## config.mk

```make
export PLATFORM = sky130hd
export DESIGN_NAME = ahb_bus_arbiter_flat
export DESIGN_NICKNAME = d
export VERILOG_FILES = /design/src/rtl/ahb_bus_arbiter_if.sv /design/src/rtl/ahb_bus_arbiter.sv /design/src/flat_wrapper.sv
export SDC_FILE = /design/constraint.sdc
export NUM_CORES = 1
export LEC_CHECK = 0
export BUFFER_PORTS_ARGS = -buffer_cell sky130_fd_sc_hd__buf_2
export CAP_MARGIN = 10
export CORE_AREA = 2 2 84 86
export DETAILED_ROUTE_END_ITERATION = 12
export DIE_AREA = 0 0 86 88
export GPL_ROUTABILITY_DRIVEN = 0
export PLACE_DENSITY = 0.68
export SYNTH_ARGS = -nofsm -noshare
export SYNTH_HDL_FRONTEND = slang
export SYNTH_SLANG_ARGS = --single-unit
```

## constraint.sdc

```tcl
create_clock -name clk -period 2.05 [get_ports clk]
set_input_delay 0.205 -clock clk [delete_from_list [all_inputs] [get_ports clk]]
set_output_delay 0.205 -clock clk [all_outputs]
set_load 0.01 [all_outputs]
```

## src/rtl/ahb_bus_arbiter_if.sv

```systemverilog
// Master-side request buses and shared slave-side bus of the AHB-Lite arbiter.
// The master modport is the requester/bus environment; the slave modport is the arbiter.
`ifndef AHB_TRANS_BITS
`define AHB_TRANS_BITS 2
`endif
`ifndef AHB_SIZE_BITS
`define AHB_SIZE_BITS 3
`endif

interface ahb_bus_arbiter_if #(
  parameter int NUM_MASTERS = 2,
  parameter int MW          = (NUM_MASTERS > 1) ? $clog2(NUM_MASTERS) : 1
);
  logic [NUM_MASTERS-1:0]                     HReq_m;
  logic [NUM_MASTERS-1:0]                     HLock_m;
  logic [32*NUM_MASTERS-1:0]                  HAddress_m;
  logic [`AHB_TRANS_BITS*NUM_MASTERS-1:0]     HTrans_m;
  logic [`AHB_SIZE_BITS*NUM_MASTERS-1:0]      HSize_m;
  logic [NUM_MASTERS-1:0]                     HWrite_m;
  logic [32*NUM_MASTERS-1:0]                  HWrite_data_m;
  logic                                       HReady;

  logic [NUM_MASTERS-1:0]                     HGrant;
  logic [MW-1:0]                              HMaster;
  logic                                       HMastLock;
  logic [31:0]                                HAddress;
  logic [`AHB_TRANS_BITS-1:0]                 HTrans;
  logic [`AHB_SIZE_BITS-1:0]                  HSize;
  logic                                       HWrite;
  logic [31:0]                                HWrite_data;

  modport master (
    output HReq_m, HLock_m, HAddress_m, HTrans_m, HSize_m, HWrite_m, HWrite_data_m, HReady,
    input  HGrant, HMaster, HMastLock, HAddress, HTrans, HSize, HWrite, HWrite_data
  );

  modport slave (
    input  HReq_m, HLock_m, HAddress_m, HTrans_m, HSize_m, HWrite_m, HWrite_data_m, HReady,
    output HGrant, HMaster, HMastLock, HAddress, HTrans, HSize, HWrite, HWrite_data
  );
endinterface

```

## src/rtl/ahb_bus_arbiter.sv

```systemverilog
// Round-robin AHB-Lite bus arbiter with lock support and a per-master hold cap,
// plus the address/control mux and the data-phase write-data mux.
module ahb_bus_arbiter #(
  parameter int NUM_MASTERS = 2,
  parameter int MAX_HOLD    = 16,
  parameter int MW          = (NUM_MASTERS > 1) ? $clog2(NUM_MASTERS) : 1
) (
  input  logic              clk,
  input  logic              rst,
  ahb_bus_arbiter_if.slave  bus
);
  localparam int HW = $clog2(MAX_HOLD + 1);
  localparam int TB = `AHB_TRANS_BITS;
  localparam int SB = `AHB_SIZE_BITS;

  typedef enum logic {IDLE, OWNED} state_e;
  typedef logic [NUM_MASTERS-1:0] vec_t;
  typedef logic [MW-1:0]          idx_t;

  function automatic vec_t onehot(input idx_t i);
    vec_t v = '0;
    v[i] = 1'b1;
    return v;
  endfunction

  function automatic idx_t next_idx(input idx_t i);
    return (int'(i) == NUM_MASTERS - 1) ? '0 : i + idx_t'(1);
  endfunction

  // First asserted request at or after start, wrapping modulo NUM_MASTERS.
  function automatic logic pick(input vec_t req, input idx_t start, output idx_t win);
    idx_t idx   = start;
    logic found = 1'b0;
    win = start;
    for (int k = 0; k < NUM_MASTERS; k++) begin
      if (!found && req[idx]) begin
        found = 1'b1;
        win   = idx;
      end
      idx = next_idx(idx);
    end
    return found;
  endfunction

  state_e         state_q, state_d;
  vec_t           grant_q, grant_d;
  idx_t           master_q, master_d;
  logic           lock_q, lock_d;
  logic [HW-1:0]  hold_q, hold_d;
  idx_t           rr_q, rr_d;
  idx_t           downer_q;
  logic           dvalid_q;

  vec_t           req, others_v;
  logic           others, found;
  idx_t           win;

  always_comb begin
    // NOTE: every combinational output gets a default first so no path infers a latch.
    state_d  = state_q;
    grant_d  = grant_q;
    master_d = master_q;
    lock_d   = lock_q;
    hold_d   = hold_q;
    rr_d     = rr_q;
    found    = 1'b0;
    win      = '0;
    req      = bus.HReq_m;
    others_v = req & ~onehot(master_q);
    others   = |others_v;

    unique case (state_q)
      IDLE: begin
        found = pick(req, rr_q, win);
        if (found) begin
          grant_d  = onehot(win);
          master_d = win;
          lock_d   = bus.HLock_m[win];
          hold_d   = '0;
          state_d  = OWNED;
        end
      end
      OWNED: begin
        if (bus.HLock_m[master_q]) begin
          lock_d = 1'b1;
        end else if (req[master_q] && (!others || hold_q < HW'(MAX_HOLD - 1))) begin
          hold_d = others ? hold_q + HW'(1) : '0;
          lock_d = 1'b0;
        end else begin
          // The owner is never a candidate here: it either dropped its request or its hold expired.
          rr_d  = next_idx(master_q);
          found = pick(others_v, next_idx(master_q), win);
          if (found) begin
            grant_d  = onehot(win);
            master_d = win;
            lock_d   = bus.HLock_m[win];
            hold_d   = '0;
          end else begin
            grant_d = '0;
            lock_d  = 1'b0;
            state_d = IDLE;
          end
        end
      end
      default: state_d = IDLE;
    endcase
  end

  always_ff @(posedge clk) begin
    // NOTE: non-blocking assignments so every register samples pre-edge values.
    if (rst) begin
      state_q  <= IDLE;
      grant_q  <= '0;
      master_q <= '0;
      lock_q   <= 1'b0;
      hold_q   <= '0;
      rr_q     <= '0;
      downer_q <= '0;
      dvalid_q <= 1'b0;
    end else if (bus.HReady) begin
      state_q  <= state_d;
      grant_q  <= grant_d;
      master_q <= master_d;
      lock_q   <= lock_d;
      hold_q   <= hold_d;
      rr_q     <= rr_d;
      downer_q <= master_q;
      dvalid_q <= |grant_q;
    end
  end

  logic granted;
  assign granted = |grant_q;

  assign bus.HGrant      = grant_q;
  assign bus.HMaster     = master_q;
  assign bus.HMastLock   = lock_q;
  assign bus.HAddress    = granted ? bus.HAddress_m[int'(master_q)*32 +: 32] : 32'h0;
  assign bus.HTrans      = granted ? bus.HTrans_m[int'(master_q)*TB +: TB] : TB'(0);
  assign bus.HSize       = granted ? bus.HSize_m[int'(master_q)*SB +: SB] : SB'(2);
  assign bus.HWrite      = granted ? bus.HWrite_m[master_q] : 1'b0;
  assign bus.HWrite_data = dvalid_q ? bus.HWrite_data_m[int'(downer_q)*32 +: 32] : 32'h0;
endmodule

```

## src/flat_wrapper.sv

```systemverilog
// flat-port wrapper written by rule: the top's interface ports become plain ports
module ahb_bus_arbiter_flat 
#(
  parameter int NUM_MASTERS = 2,
  parameter int MAX_HOLD    = 16,
  parameter int MW          = (NUM_MASTERS > 1) ? $clog2(NUM_MASTERS) : 1
)
  (clk, rst, bus_HReq_m, bus_HLock_m, bus_HAddress_m, bus_HTrans_m, bus_HSize_m, bus_HWrite_m, bus_HWrite_data_m, bus_HReady, bus_HGrant, bus_HMaster, bus_HMastLock, bus_HAddress, bus_HTrans, bus_HSize, bus_HWrite, bus_HWrite_data);
  ahb_bus_arbiter_if #(.NUM_MASTERS(NUM_MASTERS), .MW(MW)) bus_i ();
  input  logic clk;
  input  logic rst;
  input wire logic [$bits(bus_i.HReq_m)-1:0] bus_HReq_m;
  input wire logic [$bits(bus_i.HLock_m)-1:0] bus_HLock_m;
  input wire logic [$bits(bus_i.HAddress_m)-1:0] bus_HAddress_m;
  input wire logic [$bits(bus_i.HTrans_m)-1:0] bus_HTrans_m;
  input wire logic [$bits(bus_i.HSize_m)-1:0] bus_HSize_m;
  input wire logic [$bits(bus_i.HWrite_m)-1:0] bus_HWrite_m;
  input wire logic [$bits(bus_i.HWrite_data_m)-1:0] bus_HWrite_data_m;
  input wire logic [$bits(bus_i.HReady)-1:0] bus_HReady;
  output wire logic [$bits(bus_i.HGrant)-1:0] bus_HGrant;
  output wire logic [$bits(bus_i.HMaster)-1:0] bus_HMaster;
  output wire logic [$bits(bus_i.HMastLock)-1:0] bus_HMastLock;
  output wire logic [$bits(bus_i.HAddress)-1:0] bus_HAddress;
  output wire logic [$bits(bus_i.HTrans)-1:0] bus_HTrans;
  output wire logic [$bits(bus_i.HSize)-1:0] bus_HSize;
  output wire logic [$bits(bus_i.HWrite)-1:0] bus_HWrite;
  output wire logic [$bits(bus_i.HWrite_data)-1:0] bus_HWrite_data;
  assign bus_i.HReq_m = bus_HReq_m;
  assign bus_i.HLock_m = bus_HLock_m;
  assign bus_i.HAddress_m = bus_HAddress_m;
  assign bus_i.HTrans_m = bus_HTrans_m;
  assign bus_i.HSize_m = bus_HSize_m;
  assign bus_i.HWrite_m = bus_HWrite_m;
  assign bus_i.HWrite_data_m = bus_HWrite_data_m;
  assign bus_i.HReady = bus_HReady;
  assign bus_HGrant = bus_i.HGrant;
  assign bus_HMaster = bus_i.HMaster;
  assign bus_HMastLock = bus_i.HMastLock;
  assign bus_HAddress = bus_i.HAddress;
  assign bus_HTrans = bus_i.HTrans;
  assign bus_HSize = bus_i.HSize;
  assign bus_HWrite = bus_i.HWrite;
  assign bus_HWrite_data = bus_i.HWrite_data;
  ahb_bus_arbiter #(.NUM_MASTERS(NUM_MASTERS), .MAX_HOLD(MAX_HOLD), .MW(MW)) u_core (.clk(clk), .rst(rst), .bus(bus_i));
endmodule
```

* After elaboration in Yosys (flattened, before gate mapping)
Index checks and enable logic that the tools add are counted.
** Word-level totals
- Flip-flop bits (word level) :: 13
** Cells by class
- $add $sub $neg :: 4
- Multipliers :: 1
- Order comparisons :: 11
- Eq/ne operators :: 5
- Shift-type cells :: 4
- Mux-type cells :: 76
- Bitwise gates (word level) :: 5
- Reduce and logical (&&, ||, !) cells :: 17
** Operator list (number)
- variable part select 64 x 7 -> 32 bit :: 2
- two-way mux 32 bit :: 2
- two-way mux 1 bit :: 55
- variable part select 6 x 32 -> 3 bit :: 1
- two-way mux 5 bit :: 5
- < comparator 1 x 2 -> 1 bit (second input constant) :: 7
- AND reduction 4 bit :: 3
- two-way mux 2 bit :: 5
- case mux 5 bit (2 select lines) :: 1
- logical AND 1 bit :: 6
- inequality test 2 bit (second input constant) :: 3
- case mux 1 bit (2 select lines) :: 3
- adder 5 x 1 -> 5 bit (second input constant) :: 1
- < comparator 5 x 4 -> 1 bit (second input constant) :: 1
- AND reduction 5 bit :: 1
- case mux 2 bit (2 select lines) :: 1
- OR reduction 2 bit :: 2
- variable part select 4 x 3 -> 2 bit :: 1
- adder 1 bit (second input constant) :: 3
- demux 1 bit (select 1 bit) :: 3
- >= comparator 1 bit (second input constant) :: 3
- zero test 1 bit :: 3
- multiplier 1 x 2 -> 3 bit (second input constant) :: 1
- two-way mux 3 bit :: 1
- 7 further kinds :: 9

* Logic depth before layout (Yosys ltp)
- Depth in word-level cells :: 27
- Gate-level depth with buffers :: 5
- Depth with buffers taken out :: 5

* Worst setup path before layout
OpenSTA, ideal clock, no wires.
- Path kind :: flip-flop to flip-flop
- From :: reg u_core.master_q (netlist: u_core.bus.HMaster)
- To :: reg u_core.rr_q
- Setup time :: 0.123 ns
- Arrival :: 1.396 ns
- Required time :: 1.927 ns
- Setup slack :: 0.530 ns
- Cell stages (with the launch flop) :: 5
- Period minus slack after synthesis :: 1.520 ns
- Path through :: dfxtp_1 -> or3b_1 -> a21o_1 -> a21oi_1 -> mux2_1
** Between the ends
- Cells in the longest elaborated chain, start to end :: 12
** Ends and longest elaborated chain
- start: declaration :: RTL line ahb_bus_arbiter.sv:47 : idx_t master_q, master_d;
- start signal: assignment :: RTL line ahb_bus_arbiter.sv:123 : master_q <= master_d;
- < comparator 1 x 2 -> 1 bit (not written as such) / >= comparator 1 bit (equally long branches) :: RTL line ahb_bus_arbiter.sv:22 : v[i] = 1'b1;
- logical AND 1 bit (not written as such) :: RTL line ahb_bus_arbiter.sv:22
- two-way mux 1 bit (not written as such) :: RTL line ahb_bus_arbiter.sv:22
- demux 1 bit (select 1 bit)
- NOT 2 bit :: RTL line ahb_bus_arbiter.sv:69 : others_v = req & ~onehot(master_q);
- AND 2 bit :: RTL line ahb_bus_arbiter.sv:69
- OR reduction 2 bit :: RTL line ahb_bus_arbiter.sv:70 : others = |others_v;
- zero test 1 bit :: RTL line ahb_bus_arbiter.sv:86 : end else if (req[master_q] && (!others || hold_q < HW'(MAX_HOLD - 1))) begin
- logical OR 1 bit :: RTL line ahb_bus_arbiter.sv:86
- logical AND 1 bit :: RTL line ahb_bus_arbiter.sv:86
- NOT 1 bit (no line)
- AND reduction 4 bit (no line)
- end signal: assignment :: RTL line ahb_bus_arbiter.sv:126 : rr_q <= rr_d;
- end: declaration :: RTL line ahb_bus_arbiter.sv:50 : idx_t rr_q, rr_d;
Parallel ways exist; a longest one is shown, timed or not. The select of a mux whose other input is x is not followed.
A chain may end at the register's enable or synchronous reset.

* Worst setup path in the final report
- From :: reg u_core.master_q (netlist: u_core.bus.HMaster)
- To :: out bus_HAddress[12]
** Between the ends
- Cells in the longest elaborated chain, start to end :: 2
** Ends and longest elaborated chain
- variable part select 64 x 7 -> 32 bit :: RTL line ahb_bus_arbiter.sv:138 : assign bus.HAddress = granted ? bus.HAddress_m[int'(master_q)*32 +: 32] : 32'h0;
- two-way mux 32 bit :: RTL line ahb_bus_arbiter.sv:138
- end: declaration :: RTL line flat_wrapper.sv:23 : output wire logic [$bits(bus_i.HAddress)-1:0] bus_HAddress;
Every way passes these cells.

==> run_results.csv <==
group,metric,value,unit
setup_path,start_kind,"register",
global_route,grt_pass1_wl,9800,um
logic_synthesis,synth_area_leaders,"mux2i_1, dfxtp_1, nor2b_1",
logic_synthesis,synth-seq-cells,13,
hold_path,hp-class,"in -> reg",
detailed_routing,drt-vias-per-instance,4.70,
cts,clkTransAtPathRegs,60,ps
sta,clock.fmax,543,MHz
global_route,grt_max_degree,39,
logic_synthesis,ys_dominant_reg_cell,"dfxtp_1",
power_and_ir_drop,pwr-share-clk,19.0,%
logic_synthesis,synth_top_area_share,38.6,%
setup_path,cp_max_fo,35,
logic_synthesis,synth_edf_count,0,
power_and_ir_drop,pwr-share-comb,56.3,%
cts,cts_buffer_depth,2,
die,die_y,88,um
die,num_io_pins,221,
logic_synthesis,netlist_area,0.00187,mm2
logic_synthesis,synth_warnings,0,
detailed_routing,drcViolationCount,0,
logic_synthesis,avgSynthCellArea,7.59,um2
global_route,grt-ovfl-total,0,
run_status,status,"finished, final reports clean",
logic_synthesis,synthArstFlopShare,0,%
cts,clkLatencyLatePin,240,ps
layout,nFillCells,676,
power_and_ir_drop,internal_power,745,uW
sta,setup_viol,0,
detailed_routing,wl_met3,721,um
logic_synthesis,synth_cell_type_count,39,
die,die_w,86,um
global_route,grt_pass1_vias,2248,
layout,nNetsFinal,603,
sta,layout_setup_ws,209,ps
sta,hold_viol,0,
detailed_routing,vias,2520,
cts,postCtsHoldBufs,0,
layout,post-route-util,46.4,%
logic_synthesis,ys_seq_area_share,13.9,%
layout,area_delta_synth_final,65.2,%
place,pre_cts_ws,299,ps
setup_path,crit_path_end_kind,"primary output",
cts,ctsHtreeMaxLevel,1,
detailed_routing,top_layer_used,"met4",
power_and_ir_drop,sw_frac_of_total,38.0,%
power_and_ir_drop,powerDensity,390,mW/mm2
detailed_routing,postRouteAntennaNets,0,
cts,ctsRootBufferMaster,"clkbuf_8",
detailed_routing,routed-wl-met2,3490,um
sta,period_share,89.8,%
detailed_routing,drtIter0Drc,92,
die,start_util,28.1,%
die,die_area,0.00757,mm2
sta,min_period,1840,ps
layout,drive_above_1_share,52.2,%
sta,tightest_slew,775,ps
sta,finClkSkew,1.73,ps
detailed_routing,routedLengthMet1,2530,um
cts,cts_tree,"done",
cts,clkSinkCount,13,
detailed_routing,wl,6840,um
setup_path,crit_type,"reg -> out",
sta,max-slew-margin-rel,48.3,%
job,maxCapViolations,0,
power_and_ir_drop,leakage,1.61,nW
power_and_ir_drop,max-vdd-ir-drop,0.000179,V
sta,fin_tns_setup,0,ps
global_route,track_usage,15.8,%
cts,numCtsBuffers,3,
power_and_ir_drop,seqPwrFrac,24.8,%
logic_synthesis,synthCells,246,
logic_synthesis,syn-num-nets,394,
power_and_ir_drop,netSwitchingPower,457,uW
sta,finalMaxSlewViolations,0,
sta,rsz0062_at_grt,"false",
global_route,antenna_found_initial,1,
sta,whs,279,ps
place,portBuffers,220,
setup_path,arrival,1640,ps
die,fp.coreArea,0.00664,mm2
detailed_routing,wire_per_inst,12.8,um
place,hpwl,5800,um
logic_synthesis,yosysTopAreaCell,"mux2i_1",
setup_path,worstPathRequired,1850,ps
die,rows,30,
detailed_routing,first_pass_iters,4,
[what timing repair did]
action,4_1_cts,5_1_grt
buffers inserted,0,0
endpoints found under the hold margin,0,0
setup endpoints to repair,0,3
resized for setup,0,1
[logic make-up after synthesis]
group                      count (synthesis)  share of synthesized area, %
adders and majority gates                  2                          1.21
xor gates and xnor gates                   2                         0.939
DFF                                       13                          13.9
muxes                                     74                          39.8
and+or+nand+nor                           94                          24.5
buffers and inverters                     29                          6.64
AOI/OAI and AO/OA                         32                          13.0
[final cells by class]
| cell class | instances | area, um2 | area share (%) |
|---|---|---|---|
| Antenna cell | 2 | 5.00 | 0.162 |
| Clock buffer | 3 | 41.3 | 1.34 |
| Clock inverter | 1 | 5.00 | 0.162 |
| Inverter | 8 | 30.0 | 0.974 |
| Multi-Input combinational cell | 204 | 1490 | 48.2 |
| Sequential cell | 13 | 263 | 8.52 |
| Tap cell | 80 | 100 | 3.25 |
| Timing Repair Buffer | 225 | 1150 | 37.4 |
[per-stage QoR]
| stage | std cells | total power [mW] | area [um2] |
|---|---|---|---|
| final | 536 | 1.20 | 3080 |
| after global routing | 535 | 1.30 | 3080 |
| after CTS | 534 | 1.22 | 3080 |
| after detailed placement | 530 | 0.983 | 3030 |
| after global placement | 530 | 0.972 | 3030 |
| after floorplan | 246 | 0.677 | 1870 |
[power by group through the flow]
stage	clock network, mW	registers [mW]	logic, mW
5_1_grt	0.253	0.304	0.743
3_3_place_gp	0	0.302	0.670
3_5_place_dp	0	0.304	0.679
4_1_cts	0.240	0.298	0.682
2_1_floorplan	0	0.286	0.392
6_report	0.228	0.298	0.676
[routing by layer]
| layer | vias up | global-route usage (%) |
|---|---|---|
| met3 | 6 | 2.83 |
| met2 | 153 | 30.0 |
| met5 | - | 0 |
| met4 | 0 | 4.04 |
| met1 | 1083 | 18.1 |
| li1 | 1278 | - |
[flip-flops by register name, summed over array words and instances (netlist names)]
signal / count
u_core.hold_q: 5
u_core.bus.HGrant: 2
u_core.bus.HMastLock: 1
u_core.bus.HMaster: 1
u_core.rr_q: 1
u_core.state_q: 1
u_core.downer_q: 1
u_core.dvalid_q: 1
[worst max-delay path: stages (launching register included)]
cell and delay [ps]:
dfxtp_2 470, buf_6 390, mux2i_1 320, nor2_1 60
buf_2 150
[final timing paths]
path	start	end	slack [ps]	cells past startpoint
max reg2reg	u_core.bus.HMaster	u_core.hold_q[1]	380	4
min	rst	u_core.downer_q	280	2
max	u_core.bus.HMaster	bus_HAddress[12]	210	4
min reg2reg	u_core.hold_q[4]	u_core.hold_q[4]	480	2
[cell usage in the layout, fill, tap and decap left out, types with 3 or more instances in the layout]
cell	n
buf_2	220
mux2i_1	72
nor2_1	48
nor2b_1	33
dfxtp_1	11
inv_1	7
a21oi_1	5
o21ai_0	4
a211oi_1	4
nand2_1	4
a41oi_1	3
clkbuf_8	3
buf_4	3
[Yosys cell counts (2+ instances only)]
cell / count
a211oi_1: 4
a21o_1: 2
a21oi_1: 5
a221oi_1: 2
a221oi_2: 2
a41oi_1: 3
buf_1: 2
buf_2: 12
clkbuf_1: 7
dfxtp_1: 13
inv_1: 7
mux2i_1: 72
nand2_1: 4
nor2_1: 49
nor2b_1: 33
o21ai_0: 4
o31ai_1: 2
xnor2_1: 2
Note: power is estimated with default switching activity, not from simulation.
